**config.mk**
```make
export PLATFORM = sky130hd
export DESIGN_NAME = seq_multiplier_flat
export DESIGN_NICKNAME = d
export VERILOG_FILES = /design/src/rtl/arith_pkg.sv /design/src/rtl/seq_multiplier_if.sv /design/src/rtl/seq_mult_datapath.sv /design/src/rtl/seq_multiplier.sv /design/src/flat_wrapper.sv
export SDC_FILE = /design/constraint.sdc
export NUM_CORES = 1
export LEC_CHECK = 0
export ABC_CLOCK_PERIOD_IN_PS = 2700
export CORE_ASPECT_RATIO = 2
export CORE_MARGIN = 2
export CORE_UTILIZATION = 50
export DETAILED_ROUTE_END_ITERATION = 12
export PLACE_DENSITY = 0.77
export SYNTH_ARGS = -nofsm -noshare
export SYNTH_HDL_FRONTEND = slang
export SYNTH_SLANG_ARGS = --single-unit
export TNS_END_PERCENT = 1
```
**constraint.sdc**
```tcl
create_clock -name clk -period 2.7 [get_ports clk]
set_input_delay 0.54 -clock clk [delete_from_list [all_inputs] [get_ports clk]]
set_output_delay 0.54 -clock clk [all_outputs]
set_load 0.005 [all_outputs]
```
**src/rtl/arith_pkg.sv**
```systemverilog
// Shared arithmetic-library types and helpers: the sequential multiplier state
// encoding and a width-generic conditional two's-complement negate.
package arith_pkg;

  typedef enum logic [1:0] {
    IDLE = 2'd0,
    CALC = 2'd1,
    DONE = 2'd2
  } seq_mult_state_t;

  // Widest operand the helper handles; callers size-cast the result, which is
  // exact because negation is taken modulo 2^n.
  localparam int ARITH_MAX_W = 64;

  function automatic logic [ARITH_MAX_W-1:0] abs_val(input logic [ARITH_MAX_W-1:0] x,
                                                     input logic                   neg);
    logic [ARITH_MAX_W-1:0] r;
    if (neg) begin
      r = ~x + 64'd1;
    end else begin
      r = x;
    end
    return r;
  endfunction

endpackage

```
**src/rtl/seq_multiplier_if.sv**
```systemverilog
// Operand/result handshake bundle of the sequential multiplier.
interface seq_multiplier_if #(parameter int WIDTH = 8);

  logic               in_valid;
  logic               in_ready;
  logic [WIDTH-1:0]   a;
  logic [WIDTH-1:0]   b;
  logic               is_signed;
  logic               out_valid;
  logic               out_ready;
  logic [2*WIDTH-1:0] product;
  logic               busy;

  modport master (
    output in_valid, a, b, is_signed, out_ready,
    input  in_ready, out_valid, product, busy
  );

  modport slave (
    input  in_valid, a, b, is_signed, out_ready,
    output in_ready, out_valid, product, busy
  );

endinterface

```
**src/rtl/seq_mult_datapath.sv**
```systemverilog
// Shift-add datapath: magnitude capture, WIDTH+1-bit add with carry, joint
// right shift of {carry, accumulator, multiplier}, and final sign restore.
module seq_mult_datapath
  import arith_pkg::*;
#(
  parameter int WIDTH = 8   // 2..32
) (
  input  logic               clk,
  input  logic               rst,
  input  logic               load,
  input  logic               step,
  input  logic               finish,
  input  logic [WIDTH-1:0]   a,
  input  logic [WIDTH-1:0]   b,
  input  logic               is_signed,
  output logic [2*WIDTH-1:0] product
);

  localparam int PW = 2 * WIDTH;
  localparam int MW = ARITH_MAX_W;

  logic [WIDTH-1:0] mcand_q, mcand_d;
  logic [WIDTH-1:0] mplier_q, mplier_d;
  logic [WIDTH-1:0] acc_q, acc_d;
  logic             neg_q, neg_d;
  logic [PW-1:0]    product_q, product_d;
  logic [WIDTH:0]   add_s;
  logic [PW-1:0]    full_s;

  // Next-state datapath: load magnitudes, iterate, or latch the signed result.
  always_comb begin
    add_s     = {1'b0, acc_q} + ({1'b0, mcand_q} & {(WIDTH+1){mplier_q[0]}});
    full_s    = {add_s, mplier_q[WIDTH-1:1]};
    mcand_d   = mcand_q;
    mplier_d  = mplier_q;
    acc_d     = acc_q;
    neg_d     = neg_q;
    product_d = product_q;
    if (load) begin
      mcand_d  = WIDTH'(abs_val(MW'(a), is_signed & a[WIDTH-1]));
      mplier_d = WIDTH'(abs_val(MW'(b), is_signed & b[WIDTH-1]));
      acc_d    = {WIDTH{1'b0}};
      neg_d    = is_signed & (a[WIDTH-1] ^ b[WIDTH-1]);
    end else if (step) begin
      acc_d    = add_s[WIDTH:1];
      mplier_d = {add_s[0], mplier_q[WIDTH-1:1]};
      // full_s already holds the final shifted magnitude on the last step
      if (finish) begin
        product_d = PW'(abs_val(MW'(full_s), neg_q));
      end else begin
        product_d = product_q;
      end
    end else begin
      acc_d = acc_q;
    end
  end

  // Datapath registers.
  always_ff @(posedge clk or posedge rst) begin
    if (rst) begin
      mcand_q   <= {WIDTH{1'b0}};
      mplier_q  <= {WIDTH{1'b0}};
      acc_q     <= {WIDTH{1'b0}};
      neg_q     <= 1'b0;
      product_q <= {PW{1'b0}};
    end else begin
      mcand_q   <= mcand_d;
      mplier_q  <= mplier_d;
      acc_q     <= acc_d;
      neg_q     <= neg_d;
      product_q <= product_d;
    end
  end

  assign product = product_q;

endmodule

```
**src/rtl/seq_multiplier.sv**
```systemverilog
// WIDTH-cycle shift-add multiplier with valid/ready on both sides and a
// per-transaction signed/unsigned mode.
module seq_multiplier
  import arith_pkg::*;
#(
  parameter int WIDTH = 8
) (
  input  logic            clk,
  input  logic            rst,
  seq_multiplier_if.slave bus
);

  localparam int             CW   = $clog2(WIDTH);
  localparam logic [CW-1:0]  LAST = CW'(WIDTH - 1);

  seq_mult_state_t state_q, state_d;
  logic [CW-1:0]   cnt_q, cnt_d;
  logic            in_ready_q, in_ready_d;
  logic            out_valid_q, out_valid_d;
  logic            busy_q, busy_d;
  logic            load_s, step_s, finish_s;

  // Next-state, counter and datapath strobes.
  always_comb begin
    state_d  = state_q;
    cnt_d    = cnt_q;
    load_s   = 1'b0;
    step_s   = 1'b0;
    finish_s = 1'b0;
    case (state_q)
      IDLE: begin
        if (bus.in_valid) begin
          load_s  = 1'b1;
          cnt_d   = {CW{1'b0}};
          state_d = CALC;
        end else begin
          state_d = IDLE;
        end
      end
      CALC: begin
        step_s = 1'b1;
        if (cnt_q == LAST) begin
          finish_s = 1'b1;
          cnt_d    = {CW{1'b0}};
          state_d  = DONE;
        end else begin
          cnt_d = cnt_q + CW'(1);
        end
      end
      DONE: begin
        if (bus.out_ready) begin
          state_d = IDLE;
        end else begin
          state_d = DONE;
        end
      end
      default: begin
        state_d = IDLE;
        cnt_d   = {CW{1'b0}};
      end
    endcase
    // Handshake outputs are registered copies of the next-state decode
    in_ready_d  = (state_d == IDLE);
    out_valid_d = (state_d == DONE);
    busy_d      = (state_d != IDLE);
  end

  // FSM and handshake output registers.
  always_ff @(posedge clk or posedge rst) begin
    if (rst) begin
      state_q     <= IDLE;
      cnt_q       <= {CW{1'b0}};
      in_ready_q  <= 1'b1;
      out_valid_q <= 1'b0;
      busy_q      <= 1'b0;
    end else begin
      state_q     <= state_d;
      cnt_q       <= cnt_d;
      in_ready_q  <= in_ready_d;
      out_valid_q <= out_valid_d;
      busy_q      <= busy_d;
    end
  end

  assign bus.in_ready  = in_ready_q;
  assign bus.out_valid = out_valid_q;
  assign bus.busy      = busy_q;

  seq_mult_datapath #(.WIDTH(WIDTH)) u_datapath (
    .clk       (clk),
    .rst       (rst),
    .load      (load_s),
    .step      (step_s),
    .finish    (finish_s),
    .a         (bus.a),
    .b         (bus.b),
    .is_signed (bus.is_signed),
    .product   (bus.product)
  );

endmodule

```
**src/flat_wrapper.sv**
```systemverilog
// flat-port wrapper written by rule: the top's interface ports become plain ports
module seq_multiplier_flat import arith_pkg::*;
#(
  parameter int WIDTH = 8
)
  (clk, rst, bus_in_valid, bus_a, bus_b, bus_is_signed, bus_out_ready, bus_in_ready, bus_out_valid, bus_product, bus_busy);
  seq_multiplier_if #(.WIDTH(WIDTH)) bus_i ();
  input  logic clk;
  input  logic rst;
  input wire logic [$bits(bus_i.in_valid)-1:0] bus_in_valid;
  input wire logic [$bits(bus_i.a)-1:0] bus_a;
  input wire logic [$bits(bus_i.b)-1:0] bus_b;
  input wire logic [$bits(bus_i.is_signed)-1:0] bus_is_signed;
  input wire logic [$bits(bus_i.out_ready)-1:0] bus_out_ready;
  output wire logic [$bits(bus_i.in_ready)-1:0] bus_in_ready;
  output wire logic [$bits(bus_i.out_valid)-1:0] bus_out_valid;
  output wire logic [$bits(bus_i.product)-1:0] bus_product;
  output wire logic [$bits(bus_i.busy)-1:0] bus_busy;
  assign bus_i.in_valid = bus_in_valid;
  assign bus_i.a = bus_a;
  assign bus_i.b = bus_b;
  assign bus_i.is_signed = bus_is_signed;
  assign bus_i.out_ready = bus_out_ready;
  assign bus_in_ready = bus_i.in_ready;
  assign bus_out_valid = bus_i.out_valid;
  assign bus_product = bus_i.product;
  assign bus_busy = bus_i.busy;
  seq_multiplier #(.WIDTH(WIDTH)) u_core (.clk(clk), .rst(rst), .bus(bus_i));
endmodule
```
==> results.sh <==
export IMPL_setup_ws_ps=-45.3
export IMPL_synth_top_area_cell="dfrtp_1"
export IMPL_die_h_um=112
export IMPL_ys_seq_elements=49
export IMPL_syn_nets=350
export IMPL_clk_pin_slew_ps=60
export IMPL_port_buffers=39
export IMPL_ant_nets=0
export IMPL_antennaDiodeCount=0
export IMPL_final_util_pct=63.7
export IMPL_hold_class="reg -> reg"
export IMPL_p_per_area_nw_per_um2=1150
export IMPL_rsz0062_at_grt="yes"
export IMPL_fin_crit_sh_pct=102
export IMPL_met2WireLength_um=3730
export IMPL_dp_cells=418
export IMPL_synthMostInstantiatedCell="dfrtp_1"
export IMPL_yosysWarnings=0
export IMPL_syn_avg_cell_area_um2=9.19
export IMPL_top_layer="met4"
export IMPL_synth_common_cells="48 x dfrtp_1, 36 x nand2_1, 31 x o21ai_0, 27 x nor2_1, 20 x a21oi_1"
export IMPL_dieWidth_um=57.8
export IMPL_wl_um=6530
export IMPL_setup_viol=1
export IMPL_crit_fanout=3
export IMPL_fillers=494
export IMPL_cts_sinks=49
export IMPL_grt_pass1_vias=2522
export IMPL_r2r_slack_ps=-50
export IMPL_vias=2466
export IMPL_synth_cell_area_um2=2890
export IMPL_ir_worst_vdd_v=0.000891
export IMPL_grt_usage_pct=22.3
export IMPL_slew_headroom_pct=19.4
export IMPL_via_per_inst=5.79
export IMPL_setup_worst_path_class="reg -> reg"
export IMPL_synth_edff_count=0
export IMPL_fp_row_count=39
export IMPL_fmax_mhz=364
export IMPL_first_iter_violations=75
export IMPL_ys_top_cells_by_area="dfrtp_1 42%, ha_1 5.6%, xor2_1 5.4%"
export IMPL_cts_tree="yes"
export IMPL_p_leak_nw=1.61
export IMPL_drt_wirelength_per_cell_um=15.3
export IMPL_cp_required_ps=2880
export IMPL_critPathLaunchType="flip-flop"
export IMPL_gp_congestion=0.894
export IMPL_htree_levels=2
export IMPL_wl_met1_um=2460
export IMPL_antenna_found_initial=0
export IMPL_clk_latency_ps=300
export IMPL_top_level_ports=40
export IMPL_post_route_drc_count=0
export IMPL_run_status="finished, violations left"
export IMPL_clock_skew_final_ps=8.05
export IMPL_ys_flop_type="dfrtp_1"
export IMPL_ys_types=50
export IMPL_first_pass_iters=4
export IMPL_clock_path_buffers=2
export IMPL_hold_violations=0
export IMPL_grt_max_degree=28
export IMPL_drive_gt1_share_pct=10.4
export IMPL_stdcell_count=426
export IMPL_wl_met3_um=177
export IMPL_synth_top_area_share_pct=41.5
export IMPL_nets=399
export IMPL_clock_root_buffer="clkbuf_16"
export IMPL_core_area_um2=5660
export IMPL_ys_seq_area_share_pct=42.4
export IMPL_worst_pin_slew_ps=1200
export IMPL_synth_async_reset_ratio_pct=100
export IMPL_drv_cap=0
export IMPL_worstPathArrival_ps=2920
export IMPL_syn_to_final_growth_pct=24.6
export IMPL_fin_crit_ps=2750
export IMPL_initial_utilization_pct=51.1
export IMPL_dp_final_hpwl_um=4990
export IMPL_synthCells=315
export IMPL_grt_ovfl_total=0
export IMPL_cts_made_buffers=5
export IMPL_grt_pass1_wl_um=11200
export IMPL_end_kind="flip-flop"
export IMPL_dieArea_um2=6450
export IMPL_violations="setup timing"
export IMPL_finalMaxSlewViolations=0
==> critical path: stages (launching register included) <==
cell     delay, ps
dfrtp_1        380
and2_4         160
ha_4           160
fa_1           500
or4_4          510
or4_4          470
o31ai_4        210
xor2_1         160
o21ai_1         70
==> cells by family (layout without fill, tap and decap cells) <==
family | Yosys count | in the layout | share of synthesized area, %
XOR/XNOR | 23 | 23 | 6.96
multiplexers | 4 | 4 | 1.47
buffers and inverters | 25 | 75 | 3.98
flip-flops | 49 | 49 | 42.4
AO/OA/AOI/OAI | 96 | 96 | 21.9
adder cells (fa/ha/maj) | 14 | 14 | 6.31
AND/OR/NAND/NOR | 104 | 104 | 16.9
==> flip-flops by register name (all words and copies together) (netlist names) <==
name / count
u_core.bus.in_ready: 1
u_core.u_datapath.mplier_q: 8
u_core.u_datapath.neg_q: 1
u_core.state_q: 2
u_core.u_datapath.acc_q: 8
u_core.bus.out_valid: 1
u_core.cnt_q: 3
u_core.u_datapath.product: 16
u_core.u_datapath.mcand_q: 8
u_core.bus.busy: 1
==> what timing repair did <==
action,CTS,global route
hold buffers,0,0
setup buffers,0,0
endpoints found under the setup margin,3,5
pin swaps,0,3
hold endpoints to repair,0,0
gates resized for setup,1,5
==> where the power goes <==
part | switching (mW) | internal, mW | leakage (nW)
clock | 0.281 | 0.398 | 0.0805
combinational | 1.11 | 1.06 | 0.920
sequential | 0.230 | 1.06 | 0.613
total | 1.62 | 2.51 | 1.61
==> per-stage QoR <==
stage	total power, mW	hold WS (ps)	cell area, um2	setup TNS, ps	setup WS [ps]
after detailed placement	3.38	469	3410	-161	-75.7
after global placement	3.32	462	3410	0	12.7
after floorplan	2.60	470	2900	-14.1	-14.1
after CTS	4.08	483	3580	-37.9	-37.9
final	4.13	480	3610	-45.3	-45.3
after global routing	4.45	500	3610	-362	-144
==> per-layer routing <==
metal  up-vias  track usage (%)
met3        14             4.18
li1       1226                -
met2        47             41.4
met1      1179             22.9
met4         0             10.1
met5         -                0
==> layout by cell type, fill, tap and decap left out, types with 10 or more instances in the layout <==
cell type        synthesis  final
a21oi_1                 20     20
a22o_1                  10     10
buf_4                    1     12
clkdlybuf4s50_1          0     39
dfrtp_1                 48     48
ha_1                    13     12
inv_1                   15     14
nand2_1                 36     36
nand3_1                 10     10
nor2_1                  27     27
o21ai_0                 31     31
xor2_1                  18     18
==> path summary, 6_finish.rpt <==
path                                              startpoint                            end  cells after the start
worst max-delay path            u_core.u_datapath.mcand_q[0]  u_core.u_datapath.product[12]                      8
worst min-delay path            u_core.u_datapath.product[0]   u_core.u_datapath.product[0]                      2
worst max register to register  u_core.u_datapath.mcand_q[0]  u_core.u_datapath.product[12]                      8
worst min register to register  u_core.u_datapath.product[0]   u_core.u_datapath.product[0]                      2
max in group asynchronous                                rst        u_core.u_datapath.neg_q                      3
min in group asynchronous                                rst  u_core.u_datapath.mplier_q[4]                      2
==> area by class of cell <==
cell class                 count  area, um2  share of cell area (%)
timing repair buffer          52        500                    13.9
tap                           61       76.3                    2.12
clock inverter                 1       8.76                   0.243
multi-input combinational    241       1590                    43.9
clock buffer                   7        153                    4.23
sequential                    49       1230                    34.0
inverter                      15       56.3                    1.56
No activity file was read; power rests on OpenSTA's default activity.
